<file path="src/rtl/serial_link_pkg.sv">
`default_nettype none
// ============================================================================
// serial_link_pkg : shared constants and TX state encoding for the serial link
// Revision 1.0
// ============================================================================
package serial_link_pkg;

  localparam int DEFAULT_DATA_WIDTH      = 24;
  localparam int DEFAULT_MAX_OUTSTANDING = 16;

  typedef enum logic [0:0] {
    TX_IDLE  = 1'b0,
    TX_SHIFT = 1'b1
  } tx_state_e;

endpackage
`default_nettype wire

</file>
<file path="src/rtl/serial_link_rx_collector.sv">
`default_nettype none
// ============================================================================
// serial_link_rx_collector : MSB-first bit collector, presents one word at a time
// Revision 1.0
// ============================================================================
module serial_link_rx_collector
  import serial_link_pkg::*;
#(
  parameter int DATA_WIDTH = DEFAULT_DATA_WIDTH
) (
  input  logic                  i_clk,
  input  logic                  i_rst,
  input  logic                  i_en,
  input  logic                  i_ser_din,
  input  logic                  i_ser_din_valid,
  output logic                  o_ser_ready,
  output logic [DATA_WIDTH-1:0] ov_rx_data,
  output logic                  o_rx_valid,
  input  logic                  i_rx_ready,
  output logic                  o_word_done
);

  localparam int CNT_W = (DATA_WIDTH > 1) ? $clog2(DATA_WIDTH) : 1;

  logic [CNT_W-1:0]      r_bit_cnt;
  logic [DATA_WIDTH-1:0] r_collect;
  logic [DATA_WIDTH-1:0] r_rx_data;
  logic                  r_rx_valid;
  logic                  w_bit_fire;
  logic                  w_take;
  logic                  w_last;
  logic [DATA_WIDTH-1:0] w_word;

  // Bits are refused while a finished word waits, so fire and take never overlap.
  assign w_bit_fire  = i_en & i_ser_din_valid & ~r_rx_valid;
  assign w_take      = i_en & r_rx_valid & i_rx_ready;
  assign w_last      = (r_bit_cnt == CNT_W'(DATA_WIDTH - 1));
  assign w_word      = {r_collect[DATA_WIDTH-2:0], i_ser_din};
  assign o_word_done = w_bit_fire & w_last;

  always_ff @(posedge i_clk or posedge i_rst) begin
    if (i_rst) begin
      r_bit_cnt  <= '0;
      r_collect  <= '0;
      r_rx_data  <= '0;
      r_rx_valid <= 1'b0;
    end else if (w_bit_fire) begin
      r_collect <= w_word;
      if (w_last) begin
        r_bit_cnt  <= '0;
        r_rx_data  <= w_word;
        r_rx_valid <= 1'b1;
      end else begin
        r_bit_cnt <= r_bit_cnt + 1'b1;
      end
    end else if (w_take) begin
      r_rx_valid <= 1'b0;
    end
  end

  assign o_ser_ready = ~r_rx_valid;
  assign ov_rx_data  = r_rx_data;
  assign o_rx_valid  = r_rx_valid;

endmodule
`default_nettype wire

</file>
<file path="src/rtl/serial_link_host.sv">
`default_nettype none
// ============================================================================
// serial_link_host : word-to-serial TX, serial-to-word RX, in-flight word tracking
// Revision 1.0
// ============================================================================
module serial_link_host
  import serial_link_pkg::*;
#(
  parameter int DATA_WIDTH      = DEFAULT_DATA_WIDTH,
  parameter int MAX_OUTSTANDING = DEFAULT_MAX_OUTSTANDING
) (
  input  logic                                   i_clk,
  input  logic                                   i_rst,
  input  logic                                   i_en,
  input  logic [DATA_WIDTH-1:0]                  iv_tx_data,
  input  logic                                   i_tx_valid,
  output logic                                   o_tx_ready,
  output logic                                   o_ser_dout,
  output logic                                   o_ser_dout_valid,
  input  logic                                   i_ser_ready,
  input  logic                                   i_ser_din,
  input  logic                                   i_ser_din_valid,
  output logic                                   o_ser_ready,
  output logic [DATA_WIDTH-1:0]                  ov_rx_data,
  output logic                                   o_rx_valid,
  input  logic                                   i_rx_ready,
  output logic [$clog2(MAX_OUTSTANDING+1)-1:0]   ov_outstanding,
  output logic                                   o_err_underflow
);

  localparam int CNT_W = (DATA_WIDTH > 1) ? $clog2(DATA_WIDTH) : 1;
  localparam int OUT_W = $clog2(MAX_OUTSTANDING + 1);

  tx_state_e             r_state;
  tx_state_e             w_state_next;
  logic [DATA_WIDTH-1:0] r_tx_shift;
  logic [CNT_W-1:0]      r_tx_cnt;
  logic [OUT_W-1:0]      r_outstanding;
  logic                  r_err;
  logic                  w_tx_fire;
  logic                  w_bit_fire;
  logic                  w_tx_done;
  logic                  w_rx_done;

  assign o_tx_ready       = (r_state == TX_IDLE) && (r_outstanding < OUT_W'(MAX_OUTSTANDING));
  assign o_ser_dout_valid = (r_state == TX_SHIFT);
  assign o_ser_dout       = r_tx_shift[DATA_WIDTH-1];

  assign w_tx_fire  = i_en & i_tx_valid & o_tx_ready;
  assign w_bit_fire = i_en & i_ser_ready & o_ser_dout_valid;
  assign w_tx_done  = w_bit_fire & (r_tx_cnt == '0);

  always_ff @(posedge i_clk or posedge i_rst) begin
    if (i_rst) begin
      r_state <= TX_IDLE;
    end else begin
      r_state <= w_state_next;
    end
  end

  always_comb begin
    w_state_next = r_state;
    case (r_state)
      TX_IDLE:  if (w_tx_fire) w_state_next = TX_SHIFT;
      TX_SHIFT: if (w_tx_done) w_state_next = TX_IDLE;
      default:  w_state_next = TX_IDLE;
    endcase
  end

  always_ff @(posedge i_clk or posedge i_rst) begin
    if (i_rst) begin
      r_tx_shift <= '0;
      r_tx_cnt   <= '0;
    end else if (w_tx_fire) begin
      r_tx_shift <= iv_tx_data;
      r_tx_cnt   <= CNT_W'(DATA_WIDTH - 1);
    end else if (w_bit_fire) begin
      r_tx_shift <= {r_tx_shift[DATA_WIDTH-2:0], 1'b0};
      r_tx_cnt   <= r_tx_cnt - 1'b1;
    end
  end

  // A return with nothing in flight is flagged but never drives the count below zero.
  always_ff @(posedge i_clk or posedge i_rst) begin
    if (i_rst) begin
      r_outstanding <= '0;
      r_err         <= 1'b0;
    end else begin
      if (w_tx_done && !w_rx_done) begin
        r_outstanding <= r_outstanding + 1'b1;
      end else if (w_rx_done && !w_tx_done && (r_outstanding != '0)) begin
        r_outstanding <= r_outstanding - 1'b1;
      end
      if (w_rx_done && (r_outstanding == '0)) begin
        r_err <= 1'b1;
      end
    end
  end

  assign ov_outstanding  = r_outstanding;
  assign o_err_underflow = r_err;

  serial_link_rx_collector #(
    .DATA_WIDTH (DATA_WIDTH)
  ) u_rx (
    .i_clk           (i_clk),
    .i_rst           (i_rst),
    .i_en            (i_en),
    .i_ser_din       (i_ser_din),
    .i_ser_din_valid (i_ser_din_valid),
    .o_ser_ready     (o_ser_ready),
    .ov_rx_data      (ov_rx_data),
    .o_rx_valid      (o_rx_valid),
    .i_rx_ready      (i_rx_ready),
    .o_word_done     (w_rx_done)
  );

endmodule
`default_nettype wire
</file>
<file path="config.mk">
export PLATFORM = sky130hd
export DESIGN_NAME = serial_link_host
export DESIGN_NICKNAME = d
export VERILOG_FILES = /design/src/rtl/serial_link_pkg.sv /design/src/rtl/serial_link_rx_collector.sv /design/src/rtl/serial_link_host.sv
export SDC_FILE = /design/constraint.sdc
export NUM_CORES = 1
export LEC_CHECK = 0
export CORE_MARGIN = 4
export CORE_UTILIZATION = 35
export CTS_CLUSTER_DIAMETER = 80
export CTS_CLUSTER_SIZE = 14
export DETAILED_ROUTE_END_ITERATION = 16
export PLACE_DENSITY = 0.56
export SYNTH_ARGS = -nofsm -noshare
export SYNTH_HDL_FRONTEND = slang
export SYNTH_SLANG_ARGS = --single-unit
</file>
<file path="constraint.sdc">
create_clock -name i_clk -period 3.1 [get_ports i_clk]
set_clock_uncertainty 0.15 [all_clocks]
set_input_delay 0.31 -clock i_clk [delete_from_list [all_inputs] [get_ports i_clk]]
set_output_delay 0.31 -clock i_clk [all_outputs]
set_load 0.01 [all_outputs]
</file>
==> metrics.log <==
INFO  metric status = finished, final reports clean
INFO  metric critPathKind = flip-flop to flip-flop
INFO  metric syn-num-nets = 380
INFO  metric ir_drop_worst_vdd = 0.304 mV
INFO  metric clock_insertion_delay_worst_skew = 0.36 ns
INFO  metric residual_drc = 0
INFO  metric fin_crit_sh = 0.931
INFO  metric setup_fix_buffers_added_after_clock_tree_synthesis = 0
INFO  metric final_net_count = 452
INFO  metric synthXorXnorAreaFrac = 0.0185
INFO  metric number_of_primary_i_o_pins = 67
INFO  metric switching_part_of_the_total = 0.308
INFO  metric detailedPlacementHpwl = 4.98 mm
INFO  metric drt-total-wl = 7.47 mm
INFO  metric placement.io_buffers = 66
INFO  metric numClockSinks = 89
INFO  metric synth_top_family_by_area = multiplexers
INFO  metric maximum_buffer_depth_of_the_clock_tree = 2
INFO  metric antenna_cells = 0
INFO  metric numCtsBuffers = 9
INFO  metric max_cap_violations = 0
INFO  metric initial_core_util = 0.363
INFO  metric r2r-start = r_tx_cnt[0]
INFO  metric min_path_type = input pin to async pin
INFO  metric avg_inst_size_synth = 11.1 um^2
INFO  metric cellPowerDensity = 674 nW/um^2
INFO  metric clockRootBuffer = sky130_fd_sc_hd__clkbuf_8
INFO  metric critPathCaptureType = flip-flop
INFO  metric timing.critical_path.slowest_stage_cell = sky130_fd_sc_hd__or4_4
INFO  metric final.min_clock_period = 2.89 ns
INFO  metric final_cell_area = 4870 um^2
INFO  metric hold_buffers = 0
INFO  metric die-area = 12600 um^2
INFO  metric synth_cell_type_count = 33
INFO  metric synth_sequential_area_ratio = 0.587
INFO  metric grt_pass1_wl = 13.0 mm
INFO  metric layout.filler_cells = 1030
INFO  metric fp-row-count = 37
INFO  metric cts_repair_resize_count = 0
INFO  metric gp_congestion = 0.768
INFO  metric gr-usage-all-layers = 0.125
INFO  metric timing.critical_path.required = 3.22 ns
INFO  metric worst_ep_arrival_time = 3.01 ns
INFO  metric clock_tree.htree_level_count = 3
INFO  metric crit_path_start = r_tx_cnt[0]
INFO  metric synth-compound-area-share = 0.0504
INFO  metric cellLeakagePower = 2.42 nW
INFO  metric int_power = 2.27 mW
INFO  metric number_of_iterations_in_the_first_detailed_routing_pass = 4
INFO  metric unrepaired_setup_endpoints_after_global_routing = false
INFO  metric die_w = 112 um
INFO  metric synth_top_cell_area_share = 0.587
INFO  metric timing_max_transition_violations_final = 0
INFO  metric synthesis.area = 3790 um^2
INFO  metric highest_clock_rate = 346 MHz
INFO  metric die_h = 112 um
INFO  metric synthTopCellsByArea = sky130_fd_sc_hd__dfrtp_1 (59%), sky130_fd_sc_hd__nand2_1 (10%), sky130_fd_sc_hd__mux2_2 (8.3%), sky130_fd_sc_hd__mux2i_1 (6.1%), sky130_fd_sc_hd__o21ai_0 (3.4%)
INFO  metric relSlewSlack = 0.624
INFO  metric grt_overflow_total = 0
INFO  metric mean_number_of_vias_per_cell = 4.65
INFO  metric tritoncts = yes
INFO  metric power.share.sequential = 0.499
INFO  metric critical_path.cell_chain = inv_1 > ha_1 > nand2b_1 > or4_4 > or2_4 > fa_1 > a21o_1 > a21oi_1 > mux2i_4 > xor2_1
INFO  metric area_share_of_and_or_nand_nor_cells_after_synthesis = 0.147
INFO  metric dpl_cell_area = 4660 um^2
INFO  metric grt_max_degree = 49
INFO  metric synth.area.mux_share = 0.150
INFO  metric crit_path_max_incr_delay = 0.42 ns
INFO  metric yosys_warnings = 0
INFO  metric crit_fanout = 6
INFO  metric core_region_area = 10500 um^2
INFO  metric synth_fa_ha_area_frac = 0.0251
INFO  metric setup_viol = 0
INFO  metric grt_pass1_vias = 2665
INFO  metric drt_iter0_drc = 132
INFO  metric routedWlPerCell = 13.5 um
INFO  metric pwr-share-comb = 0.248
INFO  metric total_via_count_in_the_routed_design = 2574
INFO  metric synth_area_leader_cell = sky130_fd_sc_hd__dfrtp_1
INFO  metric power = 3.28 mW
INFO  metric synth_seq_cells = 89
INFO  metric total_switching_power = 1.01 mW
INFO  metric syn-instance-count = 341
INFO  metric finalHoldViolCount = 0
INFO  metric worst_slew_pin_slew = 0.563 ns
INFO  metric path_clk_slew = 0.09 ns
INFO  metric antenna_found_initial = 0
INFO  metric layout-drive-gt1-share = 0.151
INFO  metric flow.area_growth_from_synthesis = 28.2%
INFO  metric postRouteAntennaNets = 0
INFO  metric timing.critical_path.from_type = flip-flop
INFO  metric fraction_of_power_consumed_by_the_clock_network = 0.253
[per-layer routing]
metal | track usage | wire length [um] | up-vias
met4 | 0.0329 | 51 | 0
met1 | 0.165 | 3550 | 1248
met5 | 0 | 0 | -
met3 | 0.0399 | 286 | 6
met2 | 0.201 | 3580 | 36
li1 | - | - | 1284
[cell usage in the layout (no fill, tap or decap), types with 2 or more instances in the layout]
master                              n
sky130_fd_sc_hd__nand2_1          103
sky130_fd_sc_hd__dfrtp_1           89
sky130_fd_sc_hd__clkdlybuf4s50_1   66
sky130_fd_sc_hd__mux2_2            28
sky130_fd_sc_hd__o21ai_0           26
sky130_fd_sc_hd__mux2i_1           23
sky130_fd_sc_hd__buf_4             11
sky130_fd_sc_hd__clkbuf_8           9
sky130_fd_sc_hd__ha_1               6
sky130_fd_sc_hd__nand3_1            5
sky130_fd_sc_hd__nor2_1             4
sky130_fd_sc_hd__xnor2_1            4
sky130_fd_sc_hd__xor2_1             4
sky130_fd_sc_hd__a21o_1             4
sky130_fd_sc_hd__and3_1             3
sky130_fd_sc_hd__inv_1              3
sky130_fd_sc_hd__a21oi_1            3
sky130_fd_sc_hd__inv_6              3
sky130_fd_sc_hd__clkinv_2           2
sky130_fd_sc_hd__or4_1              2
sky130_fd_sc_hd__nand4_1            2
[logic make-up after synthesis]
kind of cell    Yosys count
compound gates           35
buf+inv                  21
xor+xnor                  8
fa+ha+maj                 7
flops                    89
simple gates            129
mux                      52
[layout make-up]
type | instances | area [um^2] | area share
flip-flops and latches | 89 | 2230 | 0.458
multi-input cells | 231 | 1480 | 0.305
repair buffers | 78 | 763 | 0.157
well taps | 136 | 170 | 0.0350
clock buffers | 9 | 124 | 0.0255
clock inverters | 7 | 81.3 | 0.0167
inverters | 4 | 16.3 | 0.00334
[synth_stat cells, drive strengths merged]
cell type and instances:
nand3 5, a21oi 3, fa 1, a22o 1
nand2 104, and4b 1, nand2b 1, inv 4
mux2i 24, o211ai 1, ha 6, nor3 1
mux2 28, nand3b 2, nor2 4, xnor2 4
nand4 2, or2 1, o21ai 26, dfrtp 89
xor2 4, clkbuf 10, a21o 4, and3 3
buf 7, nor2b 1, or4 3, nor4 1
[sequential cells by signal, indices dropped and copies added (netlist names)]
register	count
r_tx_cnt	5
r_tx_shift	24
u_rx.o_rx_valid	1
u_rx.r_bit_cnt	5
u_rx.r_collect	23
o_ser_dout_valid	1
ov_outstanding	5
u_rx.ov_rx_data	24
o_err_underflow	1
[worst max-delay path, delay by kind of cell (launching register included)]
kind	cells	cell delay (ns)
simple gates	3	0.76
xor+xnor	1	0.16
mux	1	0.27
buf+inv	1	0.11
fa+ha+maj	2	0.55
flops	1	0.38
compound gates	2	0.42
[power by group through the flow]
| stage | logic (mW) | registers (mW) | clock network, mW |
|---|---|---|---|
| after floorplan | 0.537 | 1.63 | 0 |
| after global placement | 0.810 | 1.65 | 0 |
| after detailed placement | 0.826 | 1.66 | 0 |
| after CTS | 0.830 | 1.64 | 0.868 |
| after global routing | 0.929 | 1.68 | 0.910 |
| final | 0.814 | 1.64 | 0.828 |
[per-stage QoR]
step           hold slack, ns  instances  setup TNS (ns)  setup slack, ns  utilization
5_1_grt                 0.197        554               0           0.0392        0.465
6_report                0.165        554               0            0.214        0.465
3_5_place_dp            0.319        538         -0.0970          -0.0970        0.445
2_1_floorplan           0.265        341               0            0.246            -
4_1_cts                 0.168        554               0            0.186        0.465
3_3_place_gp            0.310        538         -0.0374          -0.0374        0.445
[final timing paths]
check	end	cells after the start	slack (ns)
max	ov_outstanding[4]	10	0.21
min	r_tx_shift[23]	2	0.17
max reg2reg	ov_outstanding[4]	10	0.21
min reg2reg	o_err_underflow	1	0.33
max in group asynchronous	u_rx.ov_rx_data[23]	3	1.97
min in group i_clk	o_err_underflow	1	0.33
Note: power is estimated with default switching activity, not from simulation.
